[config.mk]
export PLATFORM = sky130hd
export DESIGN_NAME = spec_log_mgr_flat
export DESIGN_NICKNAME = d
export VERILOG_FILES = /design/src/rtl/spec_log_mgr_if.sv /design/src/rtl/spec_log_mgr.sv /design/src/flat_wrapper.sv
export SDC_FILE = /design/constraint.sdc
export NUM_CORES = 1
export LEC_CHECK = 0
export BUFFER_PORTS_ARGS = -buffer_cell sky130_fd_sc_hd__buf_4
export CORE_MARGIN = 5
export CORE_UTILIZATION = 53
export DETAILED_ROUTE_END_ITERATION = 6
export GPL_ROUTABILITY_DRIVEN = 1
export GPL_TIMING_DRIVEN = 0
export HOLD_SLACK_MARGIN = 0.02
export PLACE_DENSITY = 0.75
export SYNTH_ARGS = -nofsm -noshare
export SYNTH_HDL_FRONTEND = slang
export SYNTH_SLANG_ARGS = --single-unit
[constraint.sdc]
create_clock -name clk -period 10.01 [get_ports clk]
set_input_delay 1.5015 -clock clk [delete_from_list [all_inputs] [get_ports clk]]
set_output_delay 1.5015 -clock clk [all_outputs]
set_load 0.05 [all_outputs]
[src/rtl/spec_log_mgr_if.sv]
// Bus bundle between the block detector / ACFA logger side (master) and spec_log_mgr (slave).
interface spec_log_mgr_if #(
  parameter int DEPTH = 8
);
  localparam int CW = $clog2(DEPTH) + 1;

  logic          detect_active;
  logic [7:0]    active_block_id;
  logic [15:0]   active_block_cflog_addr;
  logic          log_ptr_load;
  logic [15:0]   log_ptr_value;
  logic          log_wen;
  logic [15:0]   log_addr;
  logic [15:0]   log_data;
  logic          acfa_stall;
  logic          stack_pop;
  logic [7:0]    stack_top_id;
  logic [15:0]   stack_top_addr;
  logic [CW-1:0] stack_count;
  logic          stack_empty;
  logic          stack_ovf;
  logic          busy_err;

  modport master (
    output detect_active, active_block_id, active_block_cflog_addr, stack_pop,
    input  log_ptr_load, log_ptr_value, log_wen, log_addr, log_data, acfa_stall,
           stack_top_id, stack_top_addr, stack_count, stack_empty, stack_ovf, busy_err
  );

  modport slave (
    input  detect_active, active_block_id, active_block_cflog_addr, stack_pop,
    output log_ptr_load, log_ptr_value, log_wen, log_addr, log_data, acfa_stall,
           stack_top_id, stack_top_addr, stack_count, stack_empty, stack_ovf, busy_err
  );
endinterface

[src/rtl/spec_log_mgr.sv]
// Speculative CF-Log manager: rewinds the log pointer, writes one marker word and keeps a LIFO of markers.
// Optional loop compression of repeated markers is enabled by defining SPEC_REPEAT_COMPRESS_EN.
module spec_log_mgr #(
  parameter int         DEPTH    = 8,
  parameter logic [3:0] SPEC_TAG = 4'hF
) (
  input logic           clk,
  input logic           rst,
  spec_log_mgr_if.slave bus
);
  localparam int AW = $clog2(DEPTH);
  localparam int CW = AW + 1;

  typedef enum logic [1:0] {IDLE, CAPTURE, WRITE} state_t;

  state_t        r_state;
  logic [7:0]    r_id;
  logic [15:0]   r_addr;
  logic          r_push;
  logic          r_logWen;
  logic          r_ptrLoad;
  logic          r_stall;
  logic [15:0]   r_logAddr;
  logic [15:0]   r_logData;
  logic [15:0]   r_ptrValue;
  logic          r_busyErr;

  logic [15:0]   w_mkAddr;
  logic [3:0]    w_mkCnt;
  logic          w_push;

`ifdef SPEC_REPEAT_COMPRESS_EN
  logic          r_lastValid;
  logic [7:0]    r_lastId;
  logic [15:0]   r_lastAddr;
  logic [3:0]    r_lastCnt;
  logic          w_repeat;

  // A repeat continues the previous marker when the same block restarts right after it.
  assign w_repeat = r_lastValid && (r_id == r_lastId) &&
                    (r_addr == r_lastAddr + 16'd1) && (r_lastCnt != 4'hF);
  assign w_mkAddr = w_repeat ? r_lastAddr : r_addr;
  assign w_mkCnt  = w_repeat ? r_lastCnt + 4'd1 : 4'd0;
  assign w_push   = !w_repeat;

  always_ff @(posedge clk) begin
    if (rst) begin
      r_lastValid <= 1'b0;
      r_lastId    <= '0;
      r_lastAddr  <= '0;
      r_lastCnt   <= '0;
    end else if (r_state == WRITE) begin
      r_lastValid <= 1'b1;
      r_lastId    <= r_id;
      r_lastAddr  <= r_logAddr;
      r_lastCnt   <= r_logData[11:8];
    end
  end
`else
  assign w_mkAddr = r_addr;
  assign w_mkCnt  = 4'd0;
  assign w_push   = 1'b1;
`endif

  always_ff @(posedge clk) begin
    if (rst) begin
      r_state    <= IDLE;
      r_id       <= '0;
      r_addr     <= '0;
      r_push     <= 1'b0;
      r_logWen   <= 1'b0;
      r_ptrLoad  <= 1'b0;
      r_stall    <= 1'b0;
      r_logAddr  <= '0;
      r_logData  <= '0;
      r_ptrValue <= '0;
      r_busyErr  <= 1'b0;
    end else begin
      if (bus.detect_active && (r_state != IDLE))
        r_busyErr <= 1'b1;
      case (r_state)
        IDLE: begin
          if (bus.detect_active) begin
            r_id    <= bus.active_block_id;
            r_addr  <= bus.active_block_cflog_addr;
            r_stall <= 1'b1;
            r_state <= CAPTURE;
          end
        end
        CAPTURE: begin
          r_logWen   <= 1'b1;
          r_logAddr  <= w_mkAddr;
          r_logData  <= {SPEC_TAG, w_mkCnt, r_id};
          r_ptrLoad  <= 1'b1;
          r_ptrValue <= w_mkAddr + 16'd1;
          r_push     <= w_push;
          r_state    <= WRITE;
        end
        WRITE: begin
          r_logWen   <= 1'b0;
          r_logAddr  <= '0;
          r_logData  <= '0;
          r_ptrLoad  <= 1'b0;
          r_ptrValue <= '0;
          r_stall    <= 1'b0;
          r_push     <= 1'b0;
          r_state    <= IDLE;
        end
        default: r_state <= IDLE;
      endcase
    end
  end

  logic [7:0]    r_stackId   [DEPTH];
  logic [15:0]   r_stackAddr [DEPTH];
  logic [CW-1:0] r_count;
  logic          r_ovf;
  logic          w_empty;
  logic          w_full;
  logic          w_pushReq;
  logic          w_popReq;
  logic [AW-1:0] w_topIdx;
  logic [AW-1:0] w_pushIdx;

  assign w_empty   = (r_count == '0);
  assign w_full    = (r_count == CW'(DEPTH));
  assign w_pushReq = (r_state == WRITE) && r_push;
  assign w_popReq  = bus.stack_pop && !w_empty;
  assign w_topIdx  = AW'(r_count - CW'(1));
  assign w_pushIdx = AW'(r_count);

  // Simultaneous push and pop replaces the top entry, so it never overflows.
  always_ff @(posedge clk) begin
    if (rst) begin
      r_count <= '0;
      r_ovf   <= 1'b0;
    end else if (w_pushReq && w_popReq) begin
      r_count <= r_count;
    end else if (w_pushReq) begin
      if (w_full)
        r_ovf <= 1'b1;
      else
        r_count <= r_count + CW'(1);
    end else if (w_popReq) begin
      r_count <= r_count - CW'(1);
    end
  end

  always_ff @(posedge clk) begin
    if (!rst && w_pushReq) begin
      if (w_popReq) begin
        r_stackId[w_topIdx]   <= r_id;
        r_stackAddr[w_topIdx] <= r_logAddr;
      end else if (!w_full) begin
        r_stackId[w_pushIdx]   <= r_id;
        r_stackAddr[w_pushIdx] <= r_logAddr;
      end
    end
  end

  // Write-side strobes are masked while rst is high so an aborted WRITE never reaches the log.
  assign bus.log_wen        = r_logWen && !rst;
  assign bus.log_addr       = rst ? '0 : r_logAddr;
  assign bus.log_data       = rst ? '0 : r_logData;
  assign bus.log_ptr_load   = r_ptrLoad && !rst;
  assign bus.log_ptr_value  = rst ? '0 : r_ptrValue;
  assign bus.acfa_stall     = r_stall;
  assign bus.busy_err       = r_busyErr;
  assign bus.stack_count    = r_count;
  assign bus.stack_empty    = w_empty;
  assign bus.stack_ovf      = r_ovf;
  assign bus.stack_top_id   = w_empty ? '0 : r_stackId[w_topIdx];
  assign bus.stack_top_addr = w_empty ? '0 : r_stackAddr[w_topIdx];
endmodule
[src/flat_wrapper.sv]
// flat-port wrapper written by rule: the top's interface ports become plain ports
module spec_log_mgr_flat 
#(
  parameter int         DEPTH    = 8,
  parameter logic [3:0] SPEC_TAG = 4'hF
)
  (clk, rst, bus_detect_active, bus_active_block_id, bus_active_block_cflog_addr, bus_stack_pop, bus_log_ptr_load, bus_log_ptr_value, bus_log_wen, bus_log_addr, bus_log_data, bus_acfa_stall, bus_stack_top_id, bus_stack_top_addr, bus_stack_count, bus_stack_empty, bus_stack_ovf, bus_busy_err);
  spec_log_mgr_if #(.DEPTH(DEPTH)) bus_i ();
  input logic clk;
  input logic rst;
  input wire logic [$bits(bus_i.detect_active)-1:0] bus_detect_active;
  input wire logic [$bits(bus_i.active_block_id)-1:0] bus_active_block_id;
  input wire logic [$bits(bus_i.active_block_cflog_addr)-1:0] bus_active_block_cflog_addr;
  input wire logic [$bits(bus_i.stack_pop)-1:0] bus_stack_pop;
  output wire logic [$bits(bus_i.log_ptr_load)-1:0] bus_log_ptr_load;
  output wire logic [$bits(bus_i.log_ptr_value)-1:0] bus_log_ptr_value;
  output wire logic [$bits(bus_i.log_wen)-1:0] bus_log_wen;
  output wire logic [$bits(bus_i.log_addr)-1:0] bus_log_addr;
  output wire logic [$bits(bus_i.log_data)-1:0] bus_log_data;
  output wire logic [$bits(bus_i.acfa_stall)-1:0] bus_acfa_stall;
  output wire logic [$bits(bus_i.stack_top_id)-1:0] bus_stack_top_id;
  output wire logic [$bits(bus_i.stack_top_addr)-1:0] bus_stack_top_addr;
  output wire logic [$bits(bus_i.stack_count)-1:0] bus_stack_count;
  output wire logic [$bits(bus_i.stack_empty)-1:0] bus_stack_empty;
  output wire logic [$bits(bus_i.stack_ovf)-1:0] bus_stack_ovf;
  output wire logic [$bits(bus_i.busy_err)-1:0] bus_busy_err;
  assign bus_i.detect_active = bus_detect_active;
  assign bus_i.active_block_id = bus_active_block_id;
  assign bus_i.active_block_cflog_addr = bus_active_block_cflog_addr;
  assign bus_i.stack_pop = bus_stack_pop;
  assign bus_log_ptr_load = bus_i.log_ptr_load;
  assign bus_log_ptr_value = bus_i.log_ptr_value;
  assign bus_log_wen = bus_i.log_wen;
  assign bus_log_addr = bus_i.log_addr;
  assign bus_log_data = bus_i.log_data;
  assign bus_acfa_stall = bus_i.acfa_stall;
  assign bus_stack_top_id = bus_i.stack_top_id;
  assign bus_stack_top_addr = bus_i.stack_top_addr;
  assign bus_stack_count = bus_i.stack_count;
  assign bus_stack_empty = bus_i.stack_empty;
  assign bus_stack_ovf = bus_i.stack_ovf;
  assign bus_busy_err = bus_i.busy_err;
  spec_log_mgr #(.DEPTH(DEPTH), .SPEC_TAG(SPEC_TAG)) u_core (.clk(clk), .rst(rst), .bus(bus_i));
endmodule
==> summary.md <==
| Metric | Value |
|---|---|
| Hpwl dp | `17000 µm` |
| Fin cells | `around 1200` |
| Nets | `907` |
| Setup Buffers After CTS | `0` |
| Cts repair resizes | `0` |
| Met2 Usage GRT | `38.6%` |
| Antenna cells | `0` |
| Hold endpoint | `u_core.r_ptrValue[14]` |
| Starting Density | `a little over half` |
| Period utilization | `~54%` |
| Rel. slew slack | `a little over a third` |
| Die height | `~150 µm` |
| Reg2reg end | `u_core.r_stackAddr[7][13]` |
| Buffers on Ports | `approximately 110` |
| IO Pins | `110` |
| R2R Setup Slk | `roughly 5800 ps` |
| Reg2Reg Depth | `9` |
| Ys Warns | `0` |
| WP depth | `9` |
| CTS sink count | `266` |
| CP max stage delay | `620 ps` |
| Footprint of the multi-input gates | `around 0.0032 mm²` |
| Max-capacitance violation count | `0` |
| Synthesized area | `0.0106 mm²` |
| Buf+Inv Stages, Crit Path | `5` |
| Crit path kind | `reg -> out` |
| Asr flop ratio synth | `0%` |
| Row cnt | `51` |
| Initial antenna violation count | `0` |
| Kind of end point of the critical path | `output port` |
| First drt pass iteration count | `5` |
| Synth Register Bits | `between 200 and 300` |
| Vias in the first global route | `6826` |
| Worst path most repeated cell | `clkbuf_1` |
| Ys flop type | `edfxtp_1` |
| Yosys cell types | `52` |
| Cts hold-fix bufs | `0` |
| Minimum clock period | `5380 ps` |
| R2R Path Start | `u_core.bus.stack_count[0]` |
| CTS H-tree lvls | `1` |
| GR Util All Layers | `between 20 and 25%` |
| PD cells | `slightly above 300 mW/mm²` |
| Setup crit start kind | `register` |
| RSZ-0062 raised after global routing | `false` |
| Met1 Resource Use GR | `a little under a third` |
| Fmax | `0.186 GHz` |
| Top Usage Layer GRT | `met2` |
| Outcome | `complete, no violations` |
| Final Total Pwr | `slightly below 4 mW` |
| Syn Inst Count | `~730` |
| Area Growth Syn to Fin | `22.3%` |
| GPL Wtd Cong | `0.844` |
| Die area | `~0.023 mm²` |
| Via-to-Cell Ratio | `around 5.7` |
| Slowest-stage cell, CP | `clkbuf_1` |
| TritonCTS clock tree | `done` |
| Hold Path Class | `reg -> reg` |
| Clk slew on worst S/H paths | `around 60 ps` |
| Seq/Total Area, Yosys | `a little under 70%` |
| TritonCTS buffer count | `26` |
| CP cell instances | `clkbuf_1 -> inv_1 -> ha_1 -> clkbuf_1 -> clkbuf_1 -> mux4_2 -> nand2_1 -> a21oi_1 -> buf_4` |
| Final Hold Fails | `0` |
| Slew @ Worst Pin | `approximately 960 ps` |
| Overflow after GRT | `0` |
| Root Buffer | `clkbuf_16` |
| Largest delay share family, worst path | `buffers and inverters` |
| Dpl cells | `roughly 1100` |
| Crit-path max FO | `10` |
| Layout Skew | `just under 10 ps` |
| Worst Hold Depth | `2` |
| Final ANT Viol Nets | `0` |
| Pins Over Slew Limit | `0` |
| CP required | `roughly 8500 ps` |
| Met3 usage | `under 10%` |
| Number of fill cells | `approximately 1400` |
| Core Area | `between 0.015 and 0.02 mm²` |
| CTS Buffer Depth | `3` |
| Clock latency on the worst-skew pair | `approximately 520 ps` |
| Worst min-delay path startpoint | `u_core.r_ptrValue[14]` |
| Avg WL per Cell | `roughly 22 µm` |
| Final setup viols | `0` |
| Peak supply drop | `approximately 140 µV` |
| Via count | `~6600` |
| Syn avg cell area | `about 15 µm²` |
| Layout cells sized above 1 | `a little over a quarter` |
| Final setup TNS | `0 ps` |
| First-pass GRT wire length | `between 30000 and 40000 µm` |
| Post-synth EDFFs | `192` |
| Sequential cell area | `between 0.007 and 0.008 mm²` |
| Die Wd | `152 µm` |
| Largest net degree at the start of global routing | `19` |
| DRC viols | `0` |
| Total Wirelength | `~25000 µm` |
| Leak | `4.68 nW` |
| CP Data Arrival Time | `3880 ps` |
| Initial DRC Count | `465` |
[power breakdown]
group / total, mW / leakage [nW] / internal [mW] / switching [mW]
combinational: 1.67 / 1.83 / 0.531 / 1.13
clock: 1.02 / 0.443 / 0.622 / 0.401
sequential: 1.24 / 2.41 / 1.20 / 0.0369
total: 3.93 / 4.68 / 2.36 / 1.57
[metrics by stage]
stage / area, µm² / setup WS (ps) / utilization, % / hold slack, ps
final: 13000 / 4630 / 66.4 / 453
after global routing: 13000 / 4400 / 66.4 / 481
after CTS: 13000 / 4590 / 66.4 / 452
after detailed placement: 12100 / 5160 / 61.7 / 436
after global placement: 11800 / 4800 / 60.0 / 437
after floorplan: 10600 / 5360 / - / 417
[cells in the final DEF, fill, tap and decap left out, types with 4 or more instances in the layout]
cell type | Yosys | layout
xor2_1 | 5 | 5
nor2_1 | 15 | 15
bufinv_16 | 0 | 4
clkbuf_1 | 31 | 35
clkbuf_16 | 0 | 27
dfxtp_1 | 74 | 74
buf_4 | 9 | 114
mux4_2 | 48 | 48
a21oi_1 | 54 | 54
inv_1 | 10 | 10
xnor2_1 | 11 | 11
buf_2 | 9 | 9
a22o_1 | 32 | 32
o22ai_4 | 0 | 8
nor3_1 | 9 | 9
conb_1 | 1 | 4
nor2b_1 | 44 | 44
nand3_1 | 9 | 9
ha_1 | 6 | 6
edfxtp_1 | 192 | 192
nand2_1 | 114 | 114
buf_1 | 4 | 4
buf_16 | 0 | 8
[synth_stat cells, types with 2 or more instances]
| cell | n | area share, % |
|---|---|---|
| buf_1 | 4 | 0.14 |
| ha_1 | 6 | 0.71 |
| a21oi_1 | 54 | 2.5 |
| or3_1 | 2 | 0.12 |
| clkbuf_1 | 31 | 1.1 |
| nand3_1 | 9 | 0.42 |
| xor2_1 | 5 | 0.41 |
| nand2b_1 | 2 | 0.12 |
| nand4_1 | 3 | 0.18 |
| nor2_1 | 15 | 0.53 |
| nand3b_1 | 2 | 0.14 |
| xnor2_1 | 11 | 0.91 |
| edfxtp_1 | 192 | 54 |
| inv_1 | 10 | 0.35 |
| nor2b_1 | 44 | 2.6 |
| a22o_1 | 32 | 2.6 |
| a2bb2oi_1 | 2 | 0.16 |
| nor3_1 | 9 | 0.42 |
| buf_2 | 9 | 0.42 |
| o22ai_1 | 8 | 0.47 |
| buf_4 | 9 | 0.64 |
| nand2_1 | 114 | 4.0 |
| a21bo_2 | 2 | 0.19 |
| dfxtp_1 | 74 | 14 |
| mux4_2 | 48 | 10 |
| and2_1 | 2 | 0.12 |
| o21ai_0 | 3 | 0.14 |
| mux2i_1 | 2 | 0.19 |
| o211ai_1 | 2 | 0.14 |
[area by class of cell]
class | instances | area share, %
Buffer | 53 | 1.88
Clock buffer | 36 | 5.71
Clock inverter | 12 | 1.29
Inverter | 10 | 0.289
Multi-Input combinational cell | 403 | 24.8
Sequential cell | 266 | 55.7
Tap cell | 265 | 2.55
Timing Repair Buffer | 113 | 7.76
[worst max-delay path by stage]
stage | endpoint | startpoint
3_5_place_dp | bus_stack_top_addr[1] | u_core.bus.stack_count[0]
5_1_grt | bus_stack_top_id[0] | u_core.bus.stack_count[0]
3_3_place_gp | u_core.r_stackAddr[0][11] | rst
6_report | bus_stack_top_id[7] | u_core.bus.stack_count[0]
2_1_floorplan | bus_log_data[12] | rst
4_1_cts | bus_stack_top_id[0] | u_core.bus.stack_count[0]
[layer usage]
layer	part of all wire (%)	wire length, µm	up-vias
met3	7.2	1810	48
li1	-	-	3015
met4	1.8	450	0
met2	50	12500	282
met1	41	10300	3283
met5	0	0	-
[cells by family (layout without fill, tap and decap cells)]
logic type / Yosys count / count (layout) / share of synthesized area (%)
DFF: 266 / 266 / 68.2
xor gates and xnor gates: 16 / 16 / 1.32
adders and majority gates: 6 / 6 / 0.706
buffers and inverters: 63 / 224 / 2.65
AOI/OAI and AO/OA: 112 / 112 / 6.97
muxes: 52 / 52 / 10.6
and+or+nand+nor: 213 / 213 / 9.60
other: 1 / 4 / 0.0353
[worst reg2reg max path: cells and delay by family (launching register included)]
family	cells	cell delay, ps
buffers and inverters	6	2150
AOI/OAI and AO/OA	2	1150
DFF	1	370
adders and majority gates	1	330
[state kept, by name, summed over array words and instances (netlist names)]
signal and cells:
u_core.r_ptrValue 16, u_core.bus.busy_err 1, u_core.r_state 2, u_core.r_logData 9, u_core.r_stackId 64, u_core.bus.acfa_stall 1
u_core.r_addr 16, u_core.r_logAddr 16, u_core.r_stackAddr 128, u_core.bus.stack_ovf 1, u_core.bus.stack_count 4, u_core.r_id 8
Power figures use the tool's default switching activity.
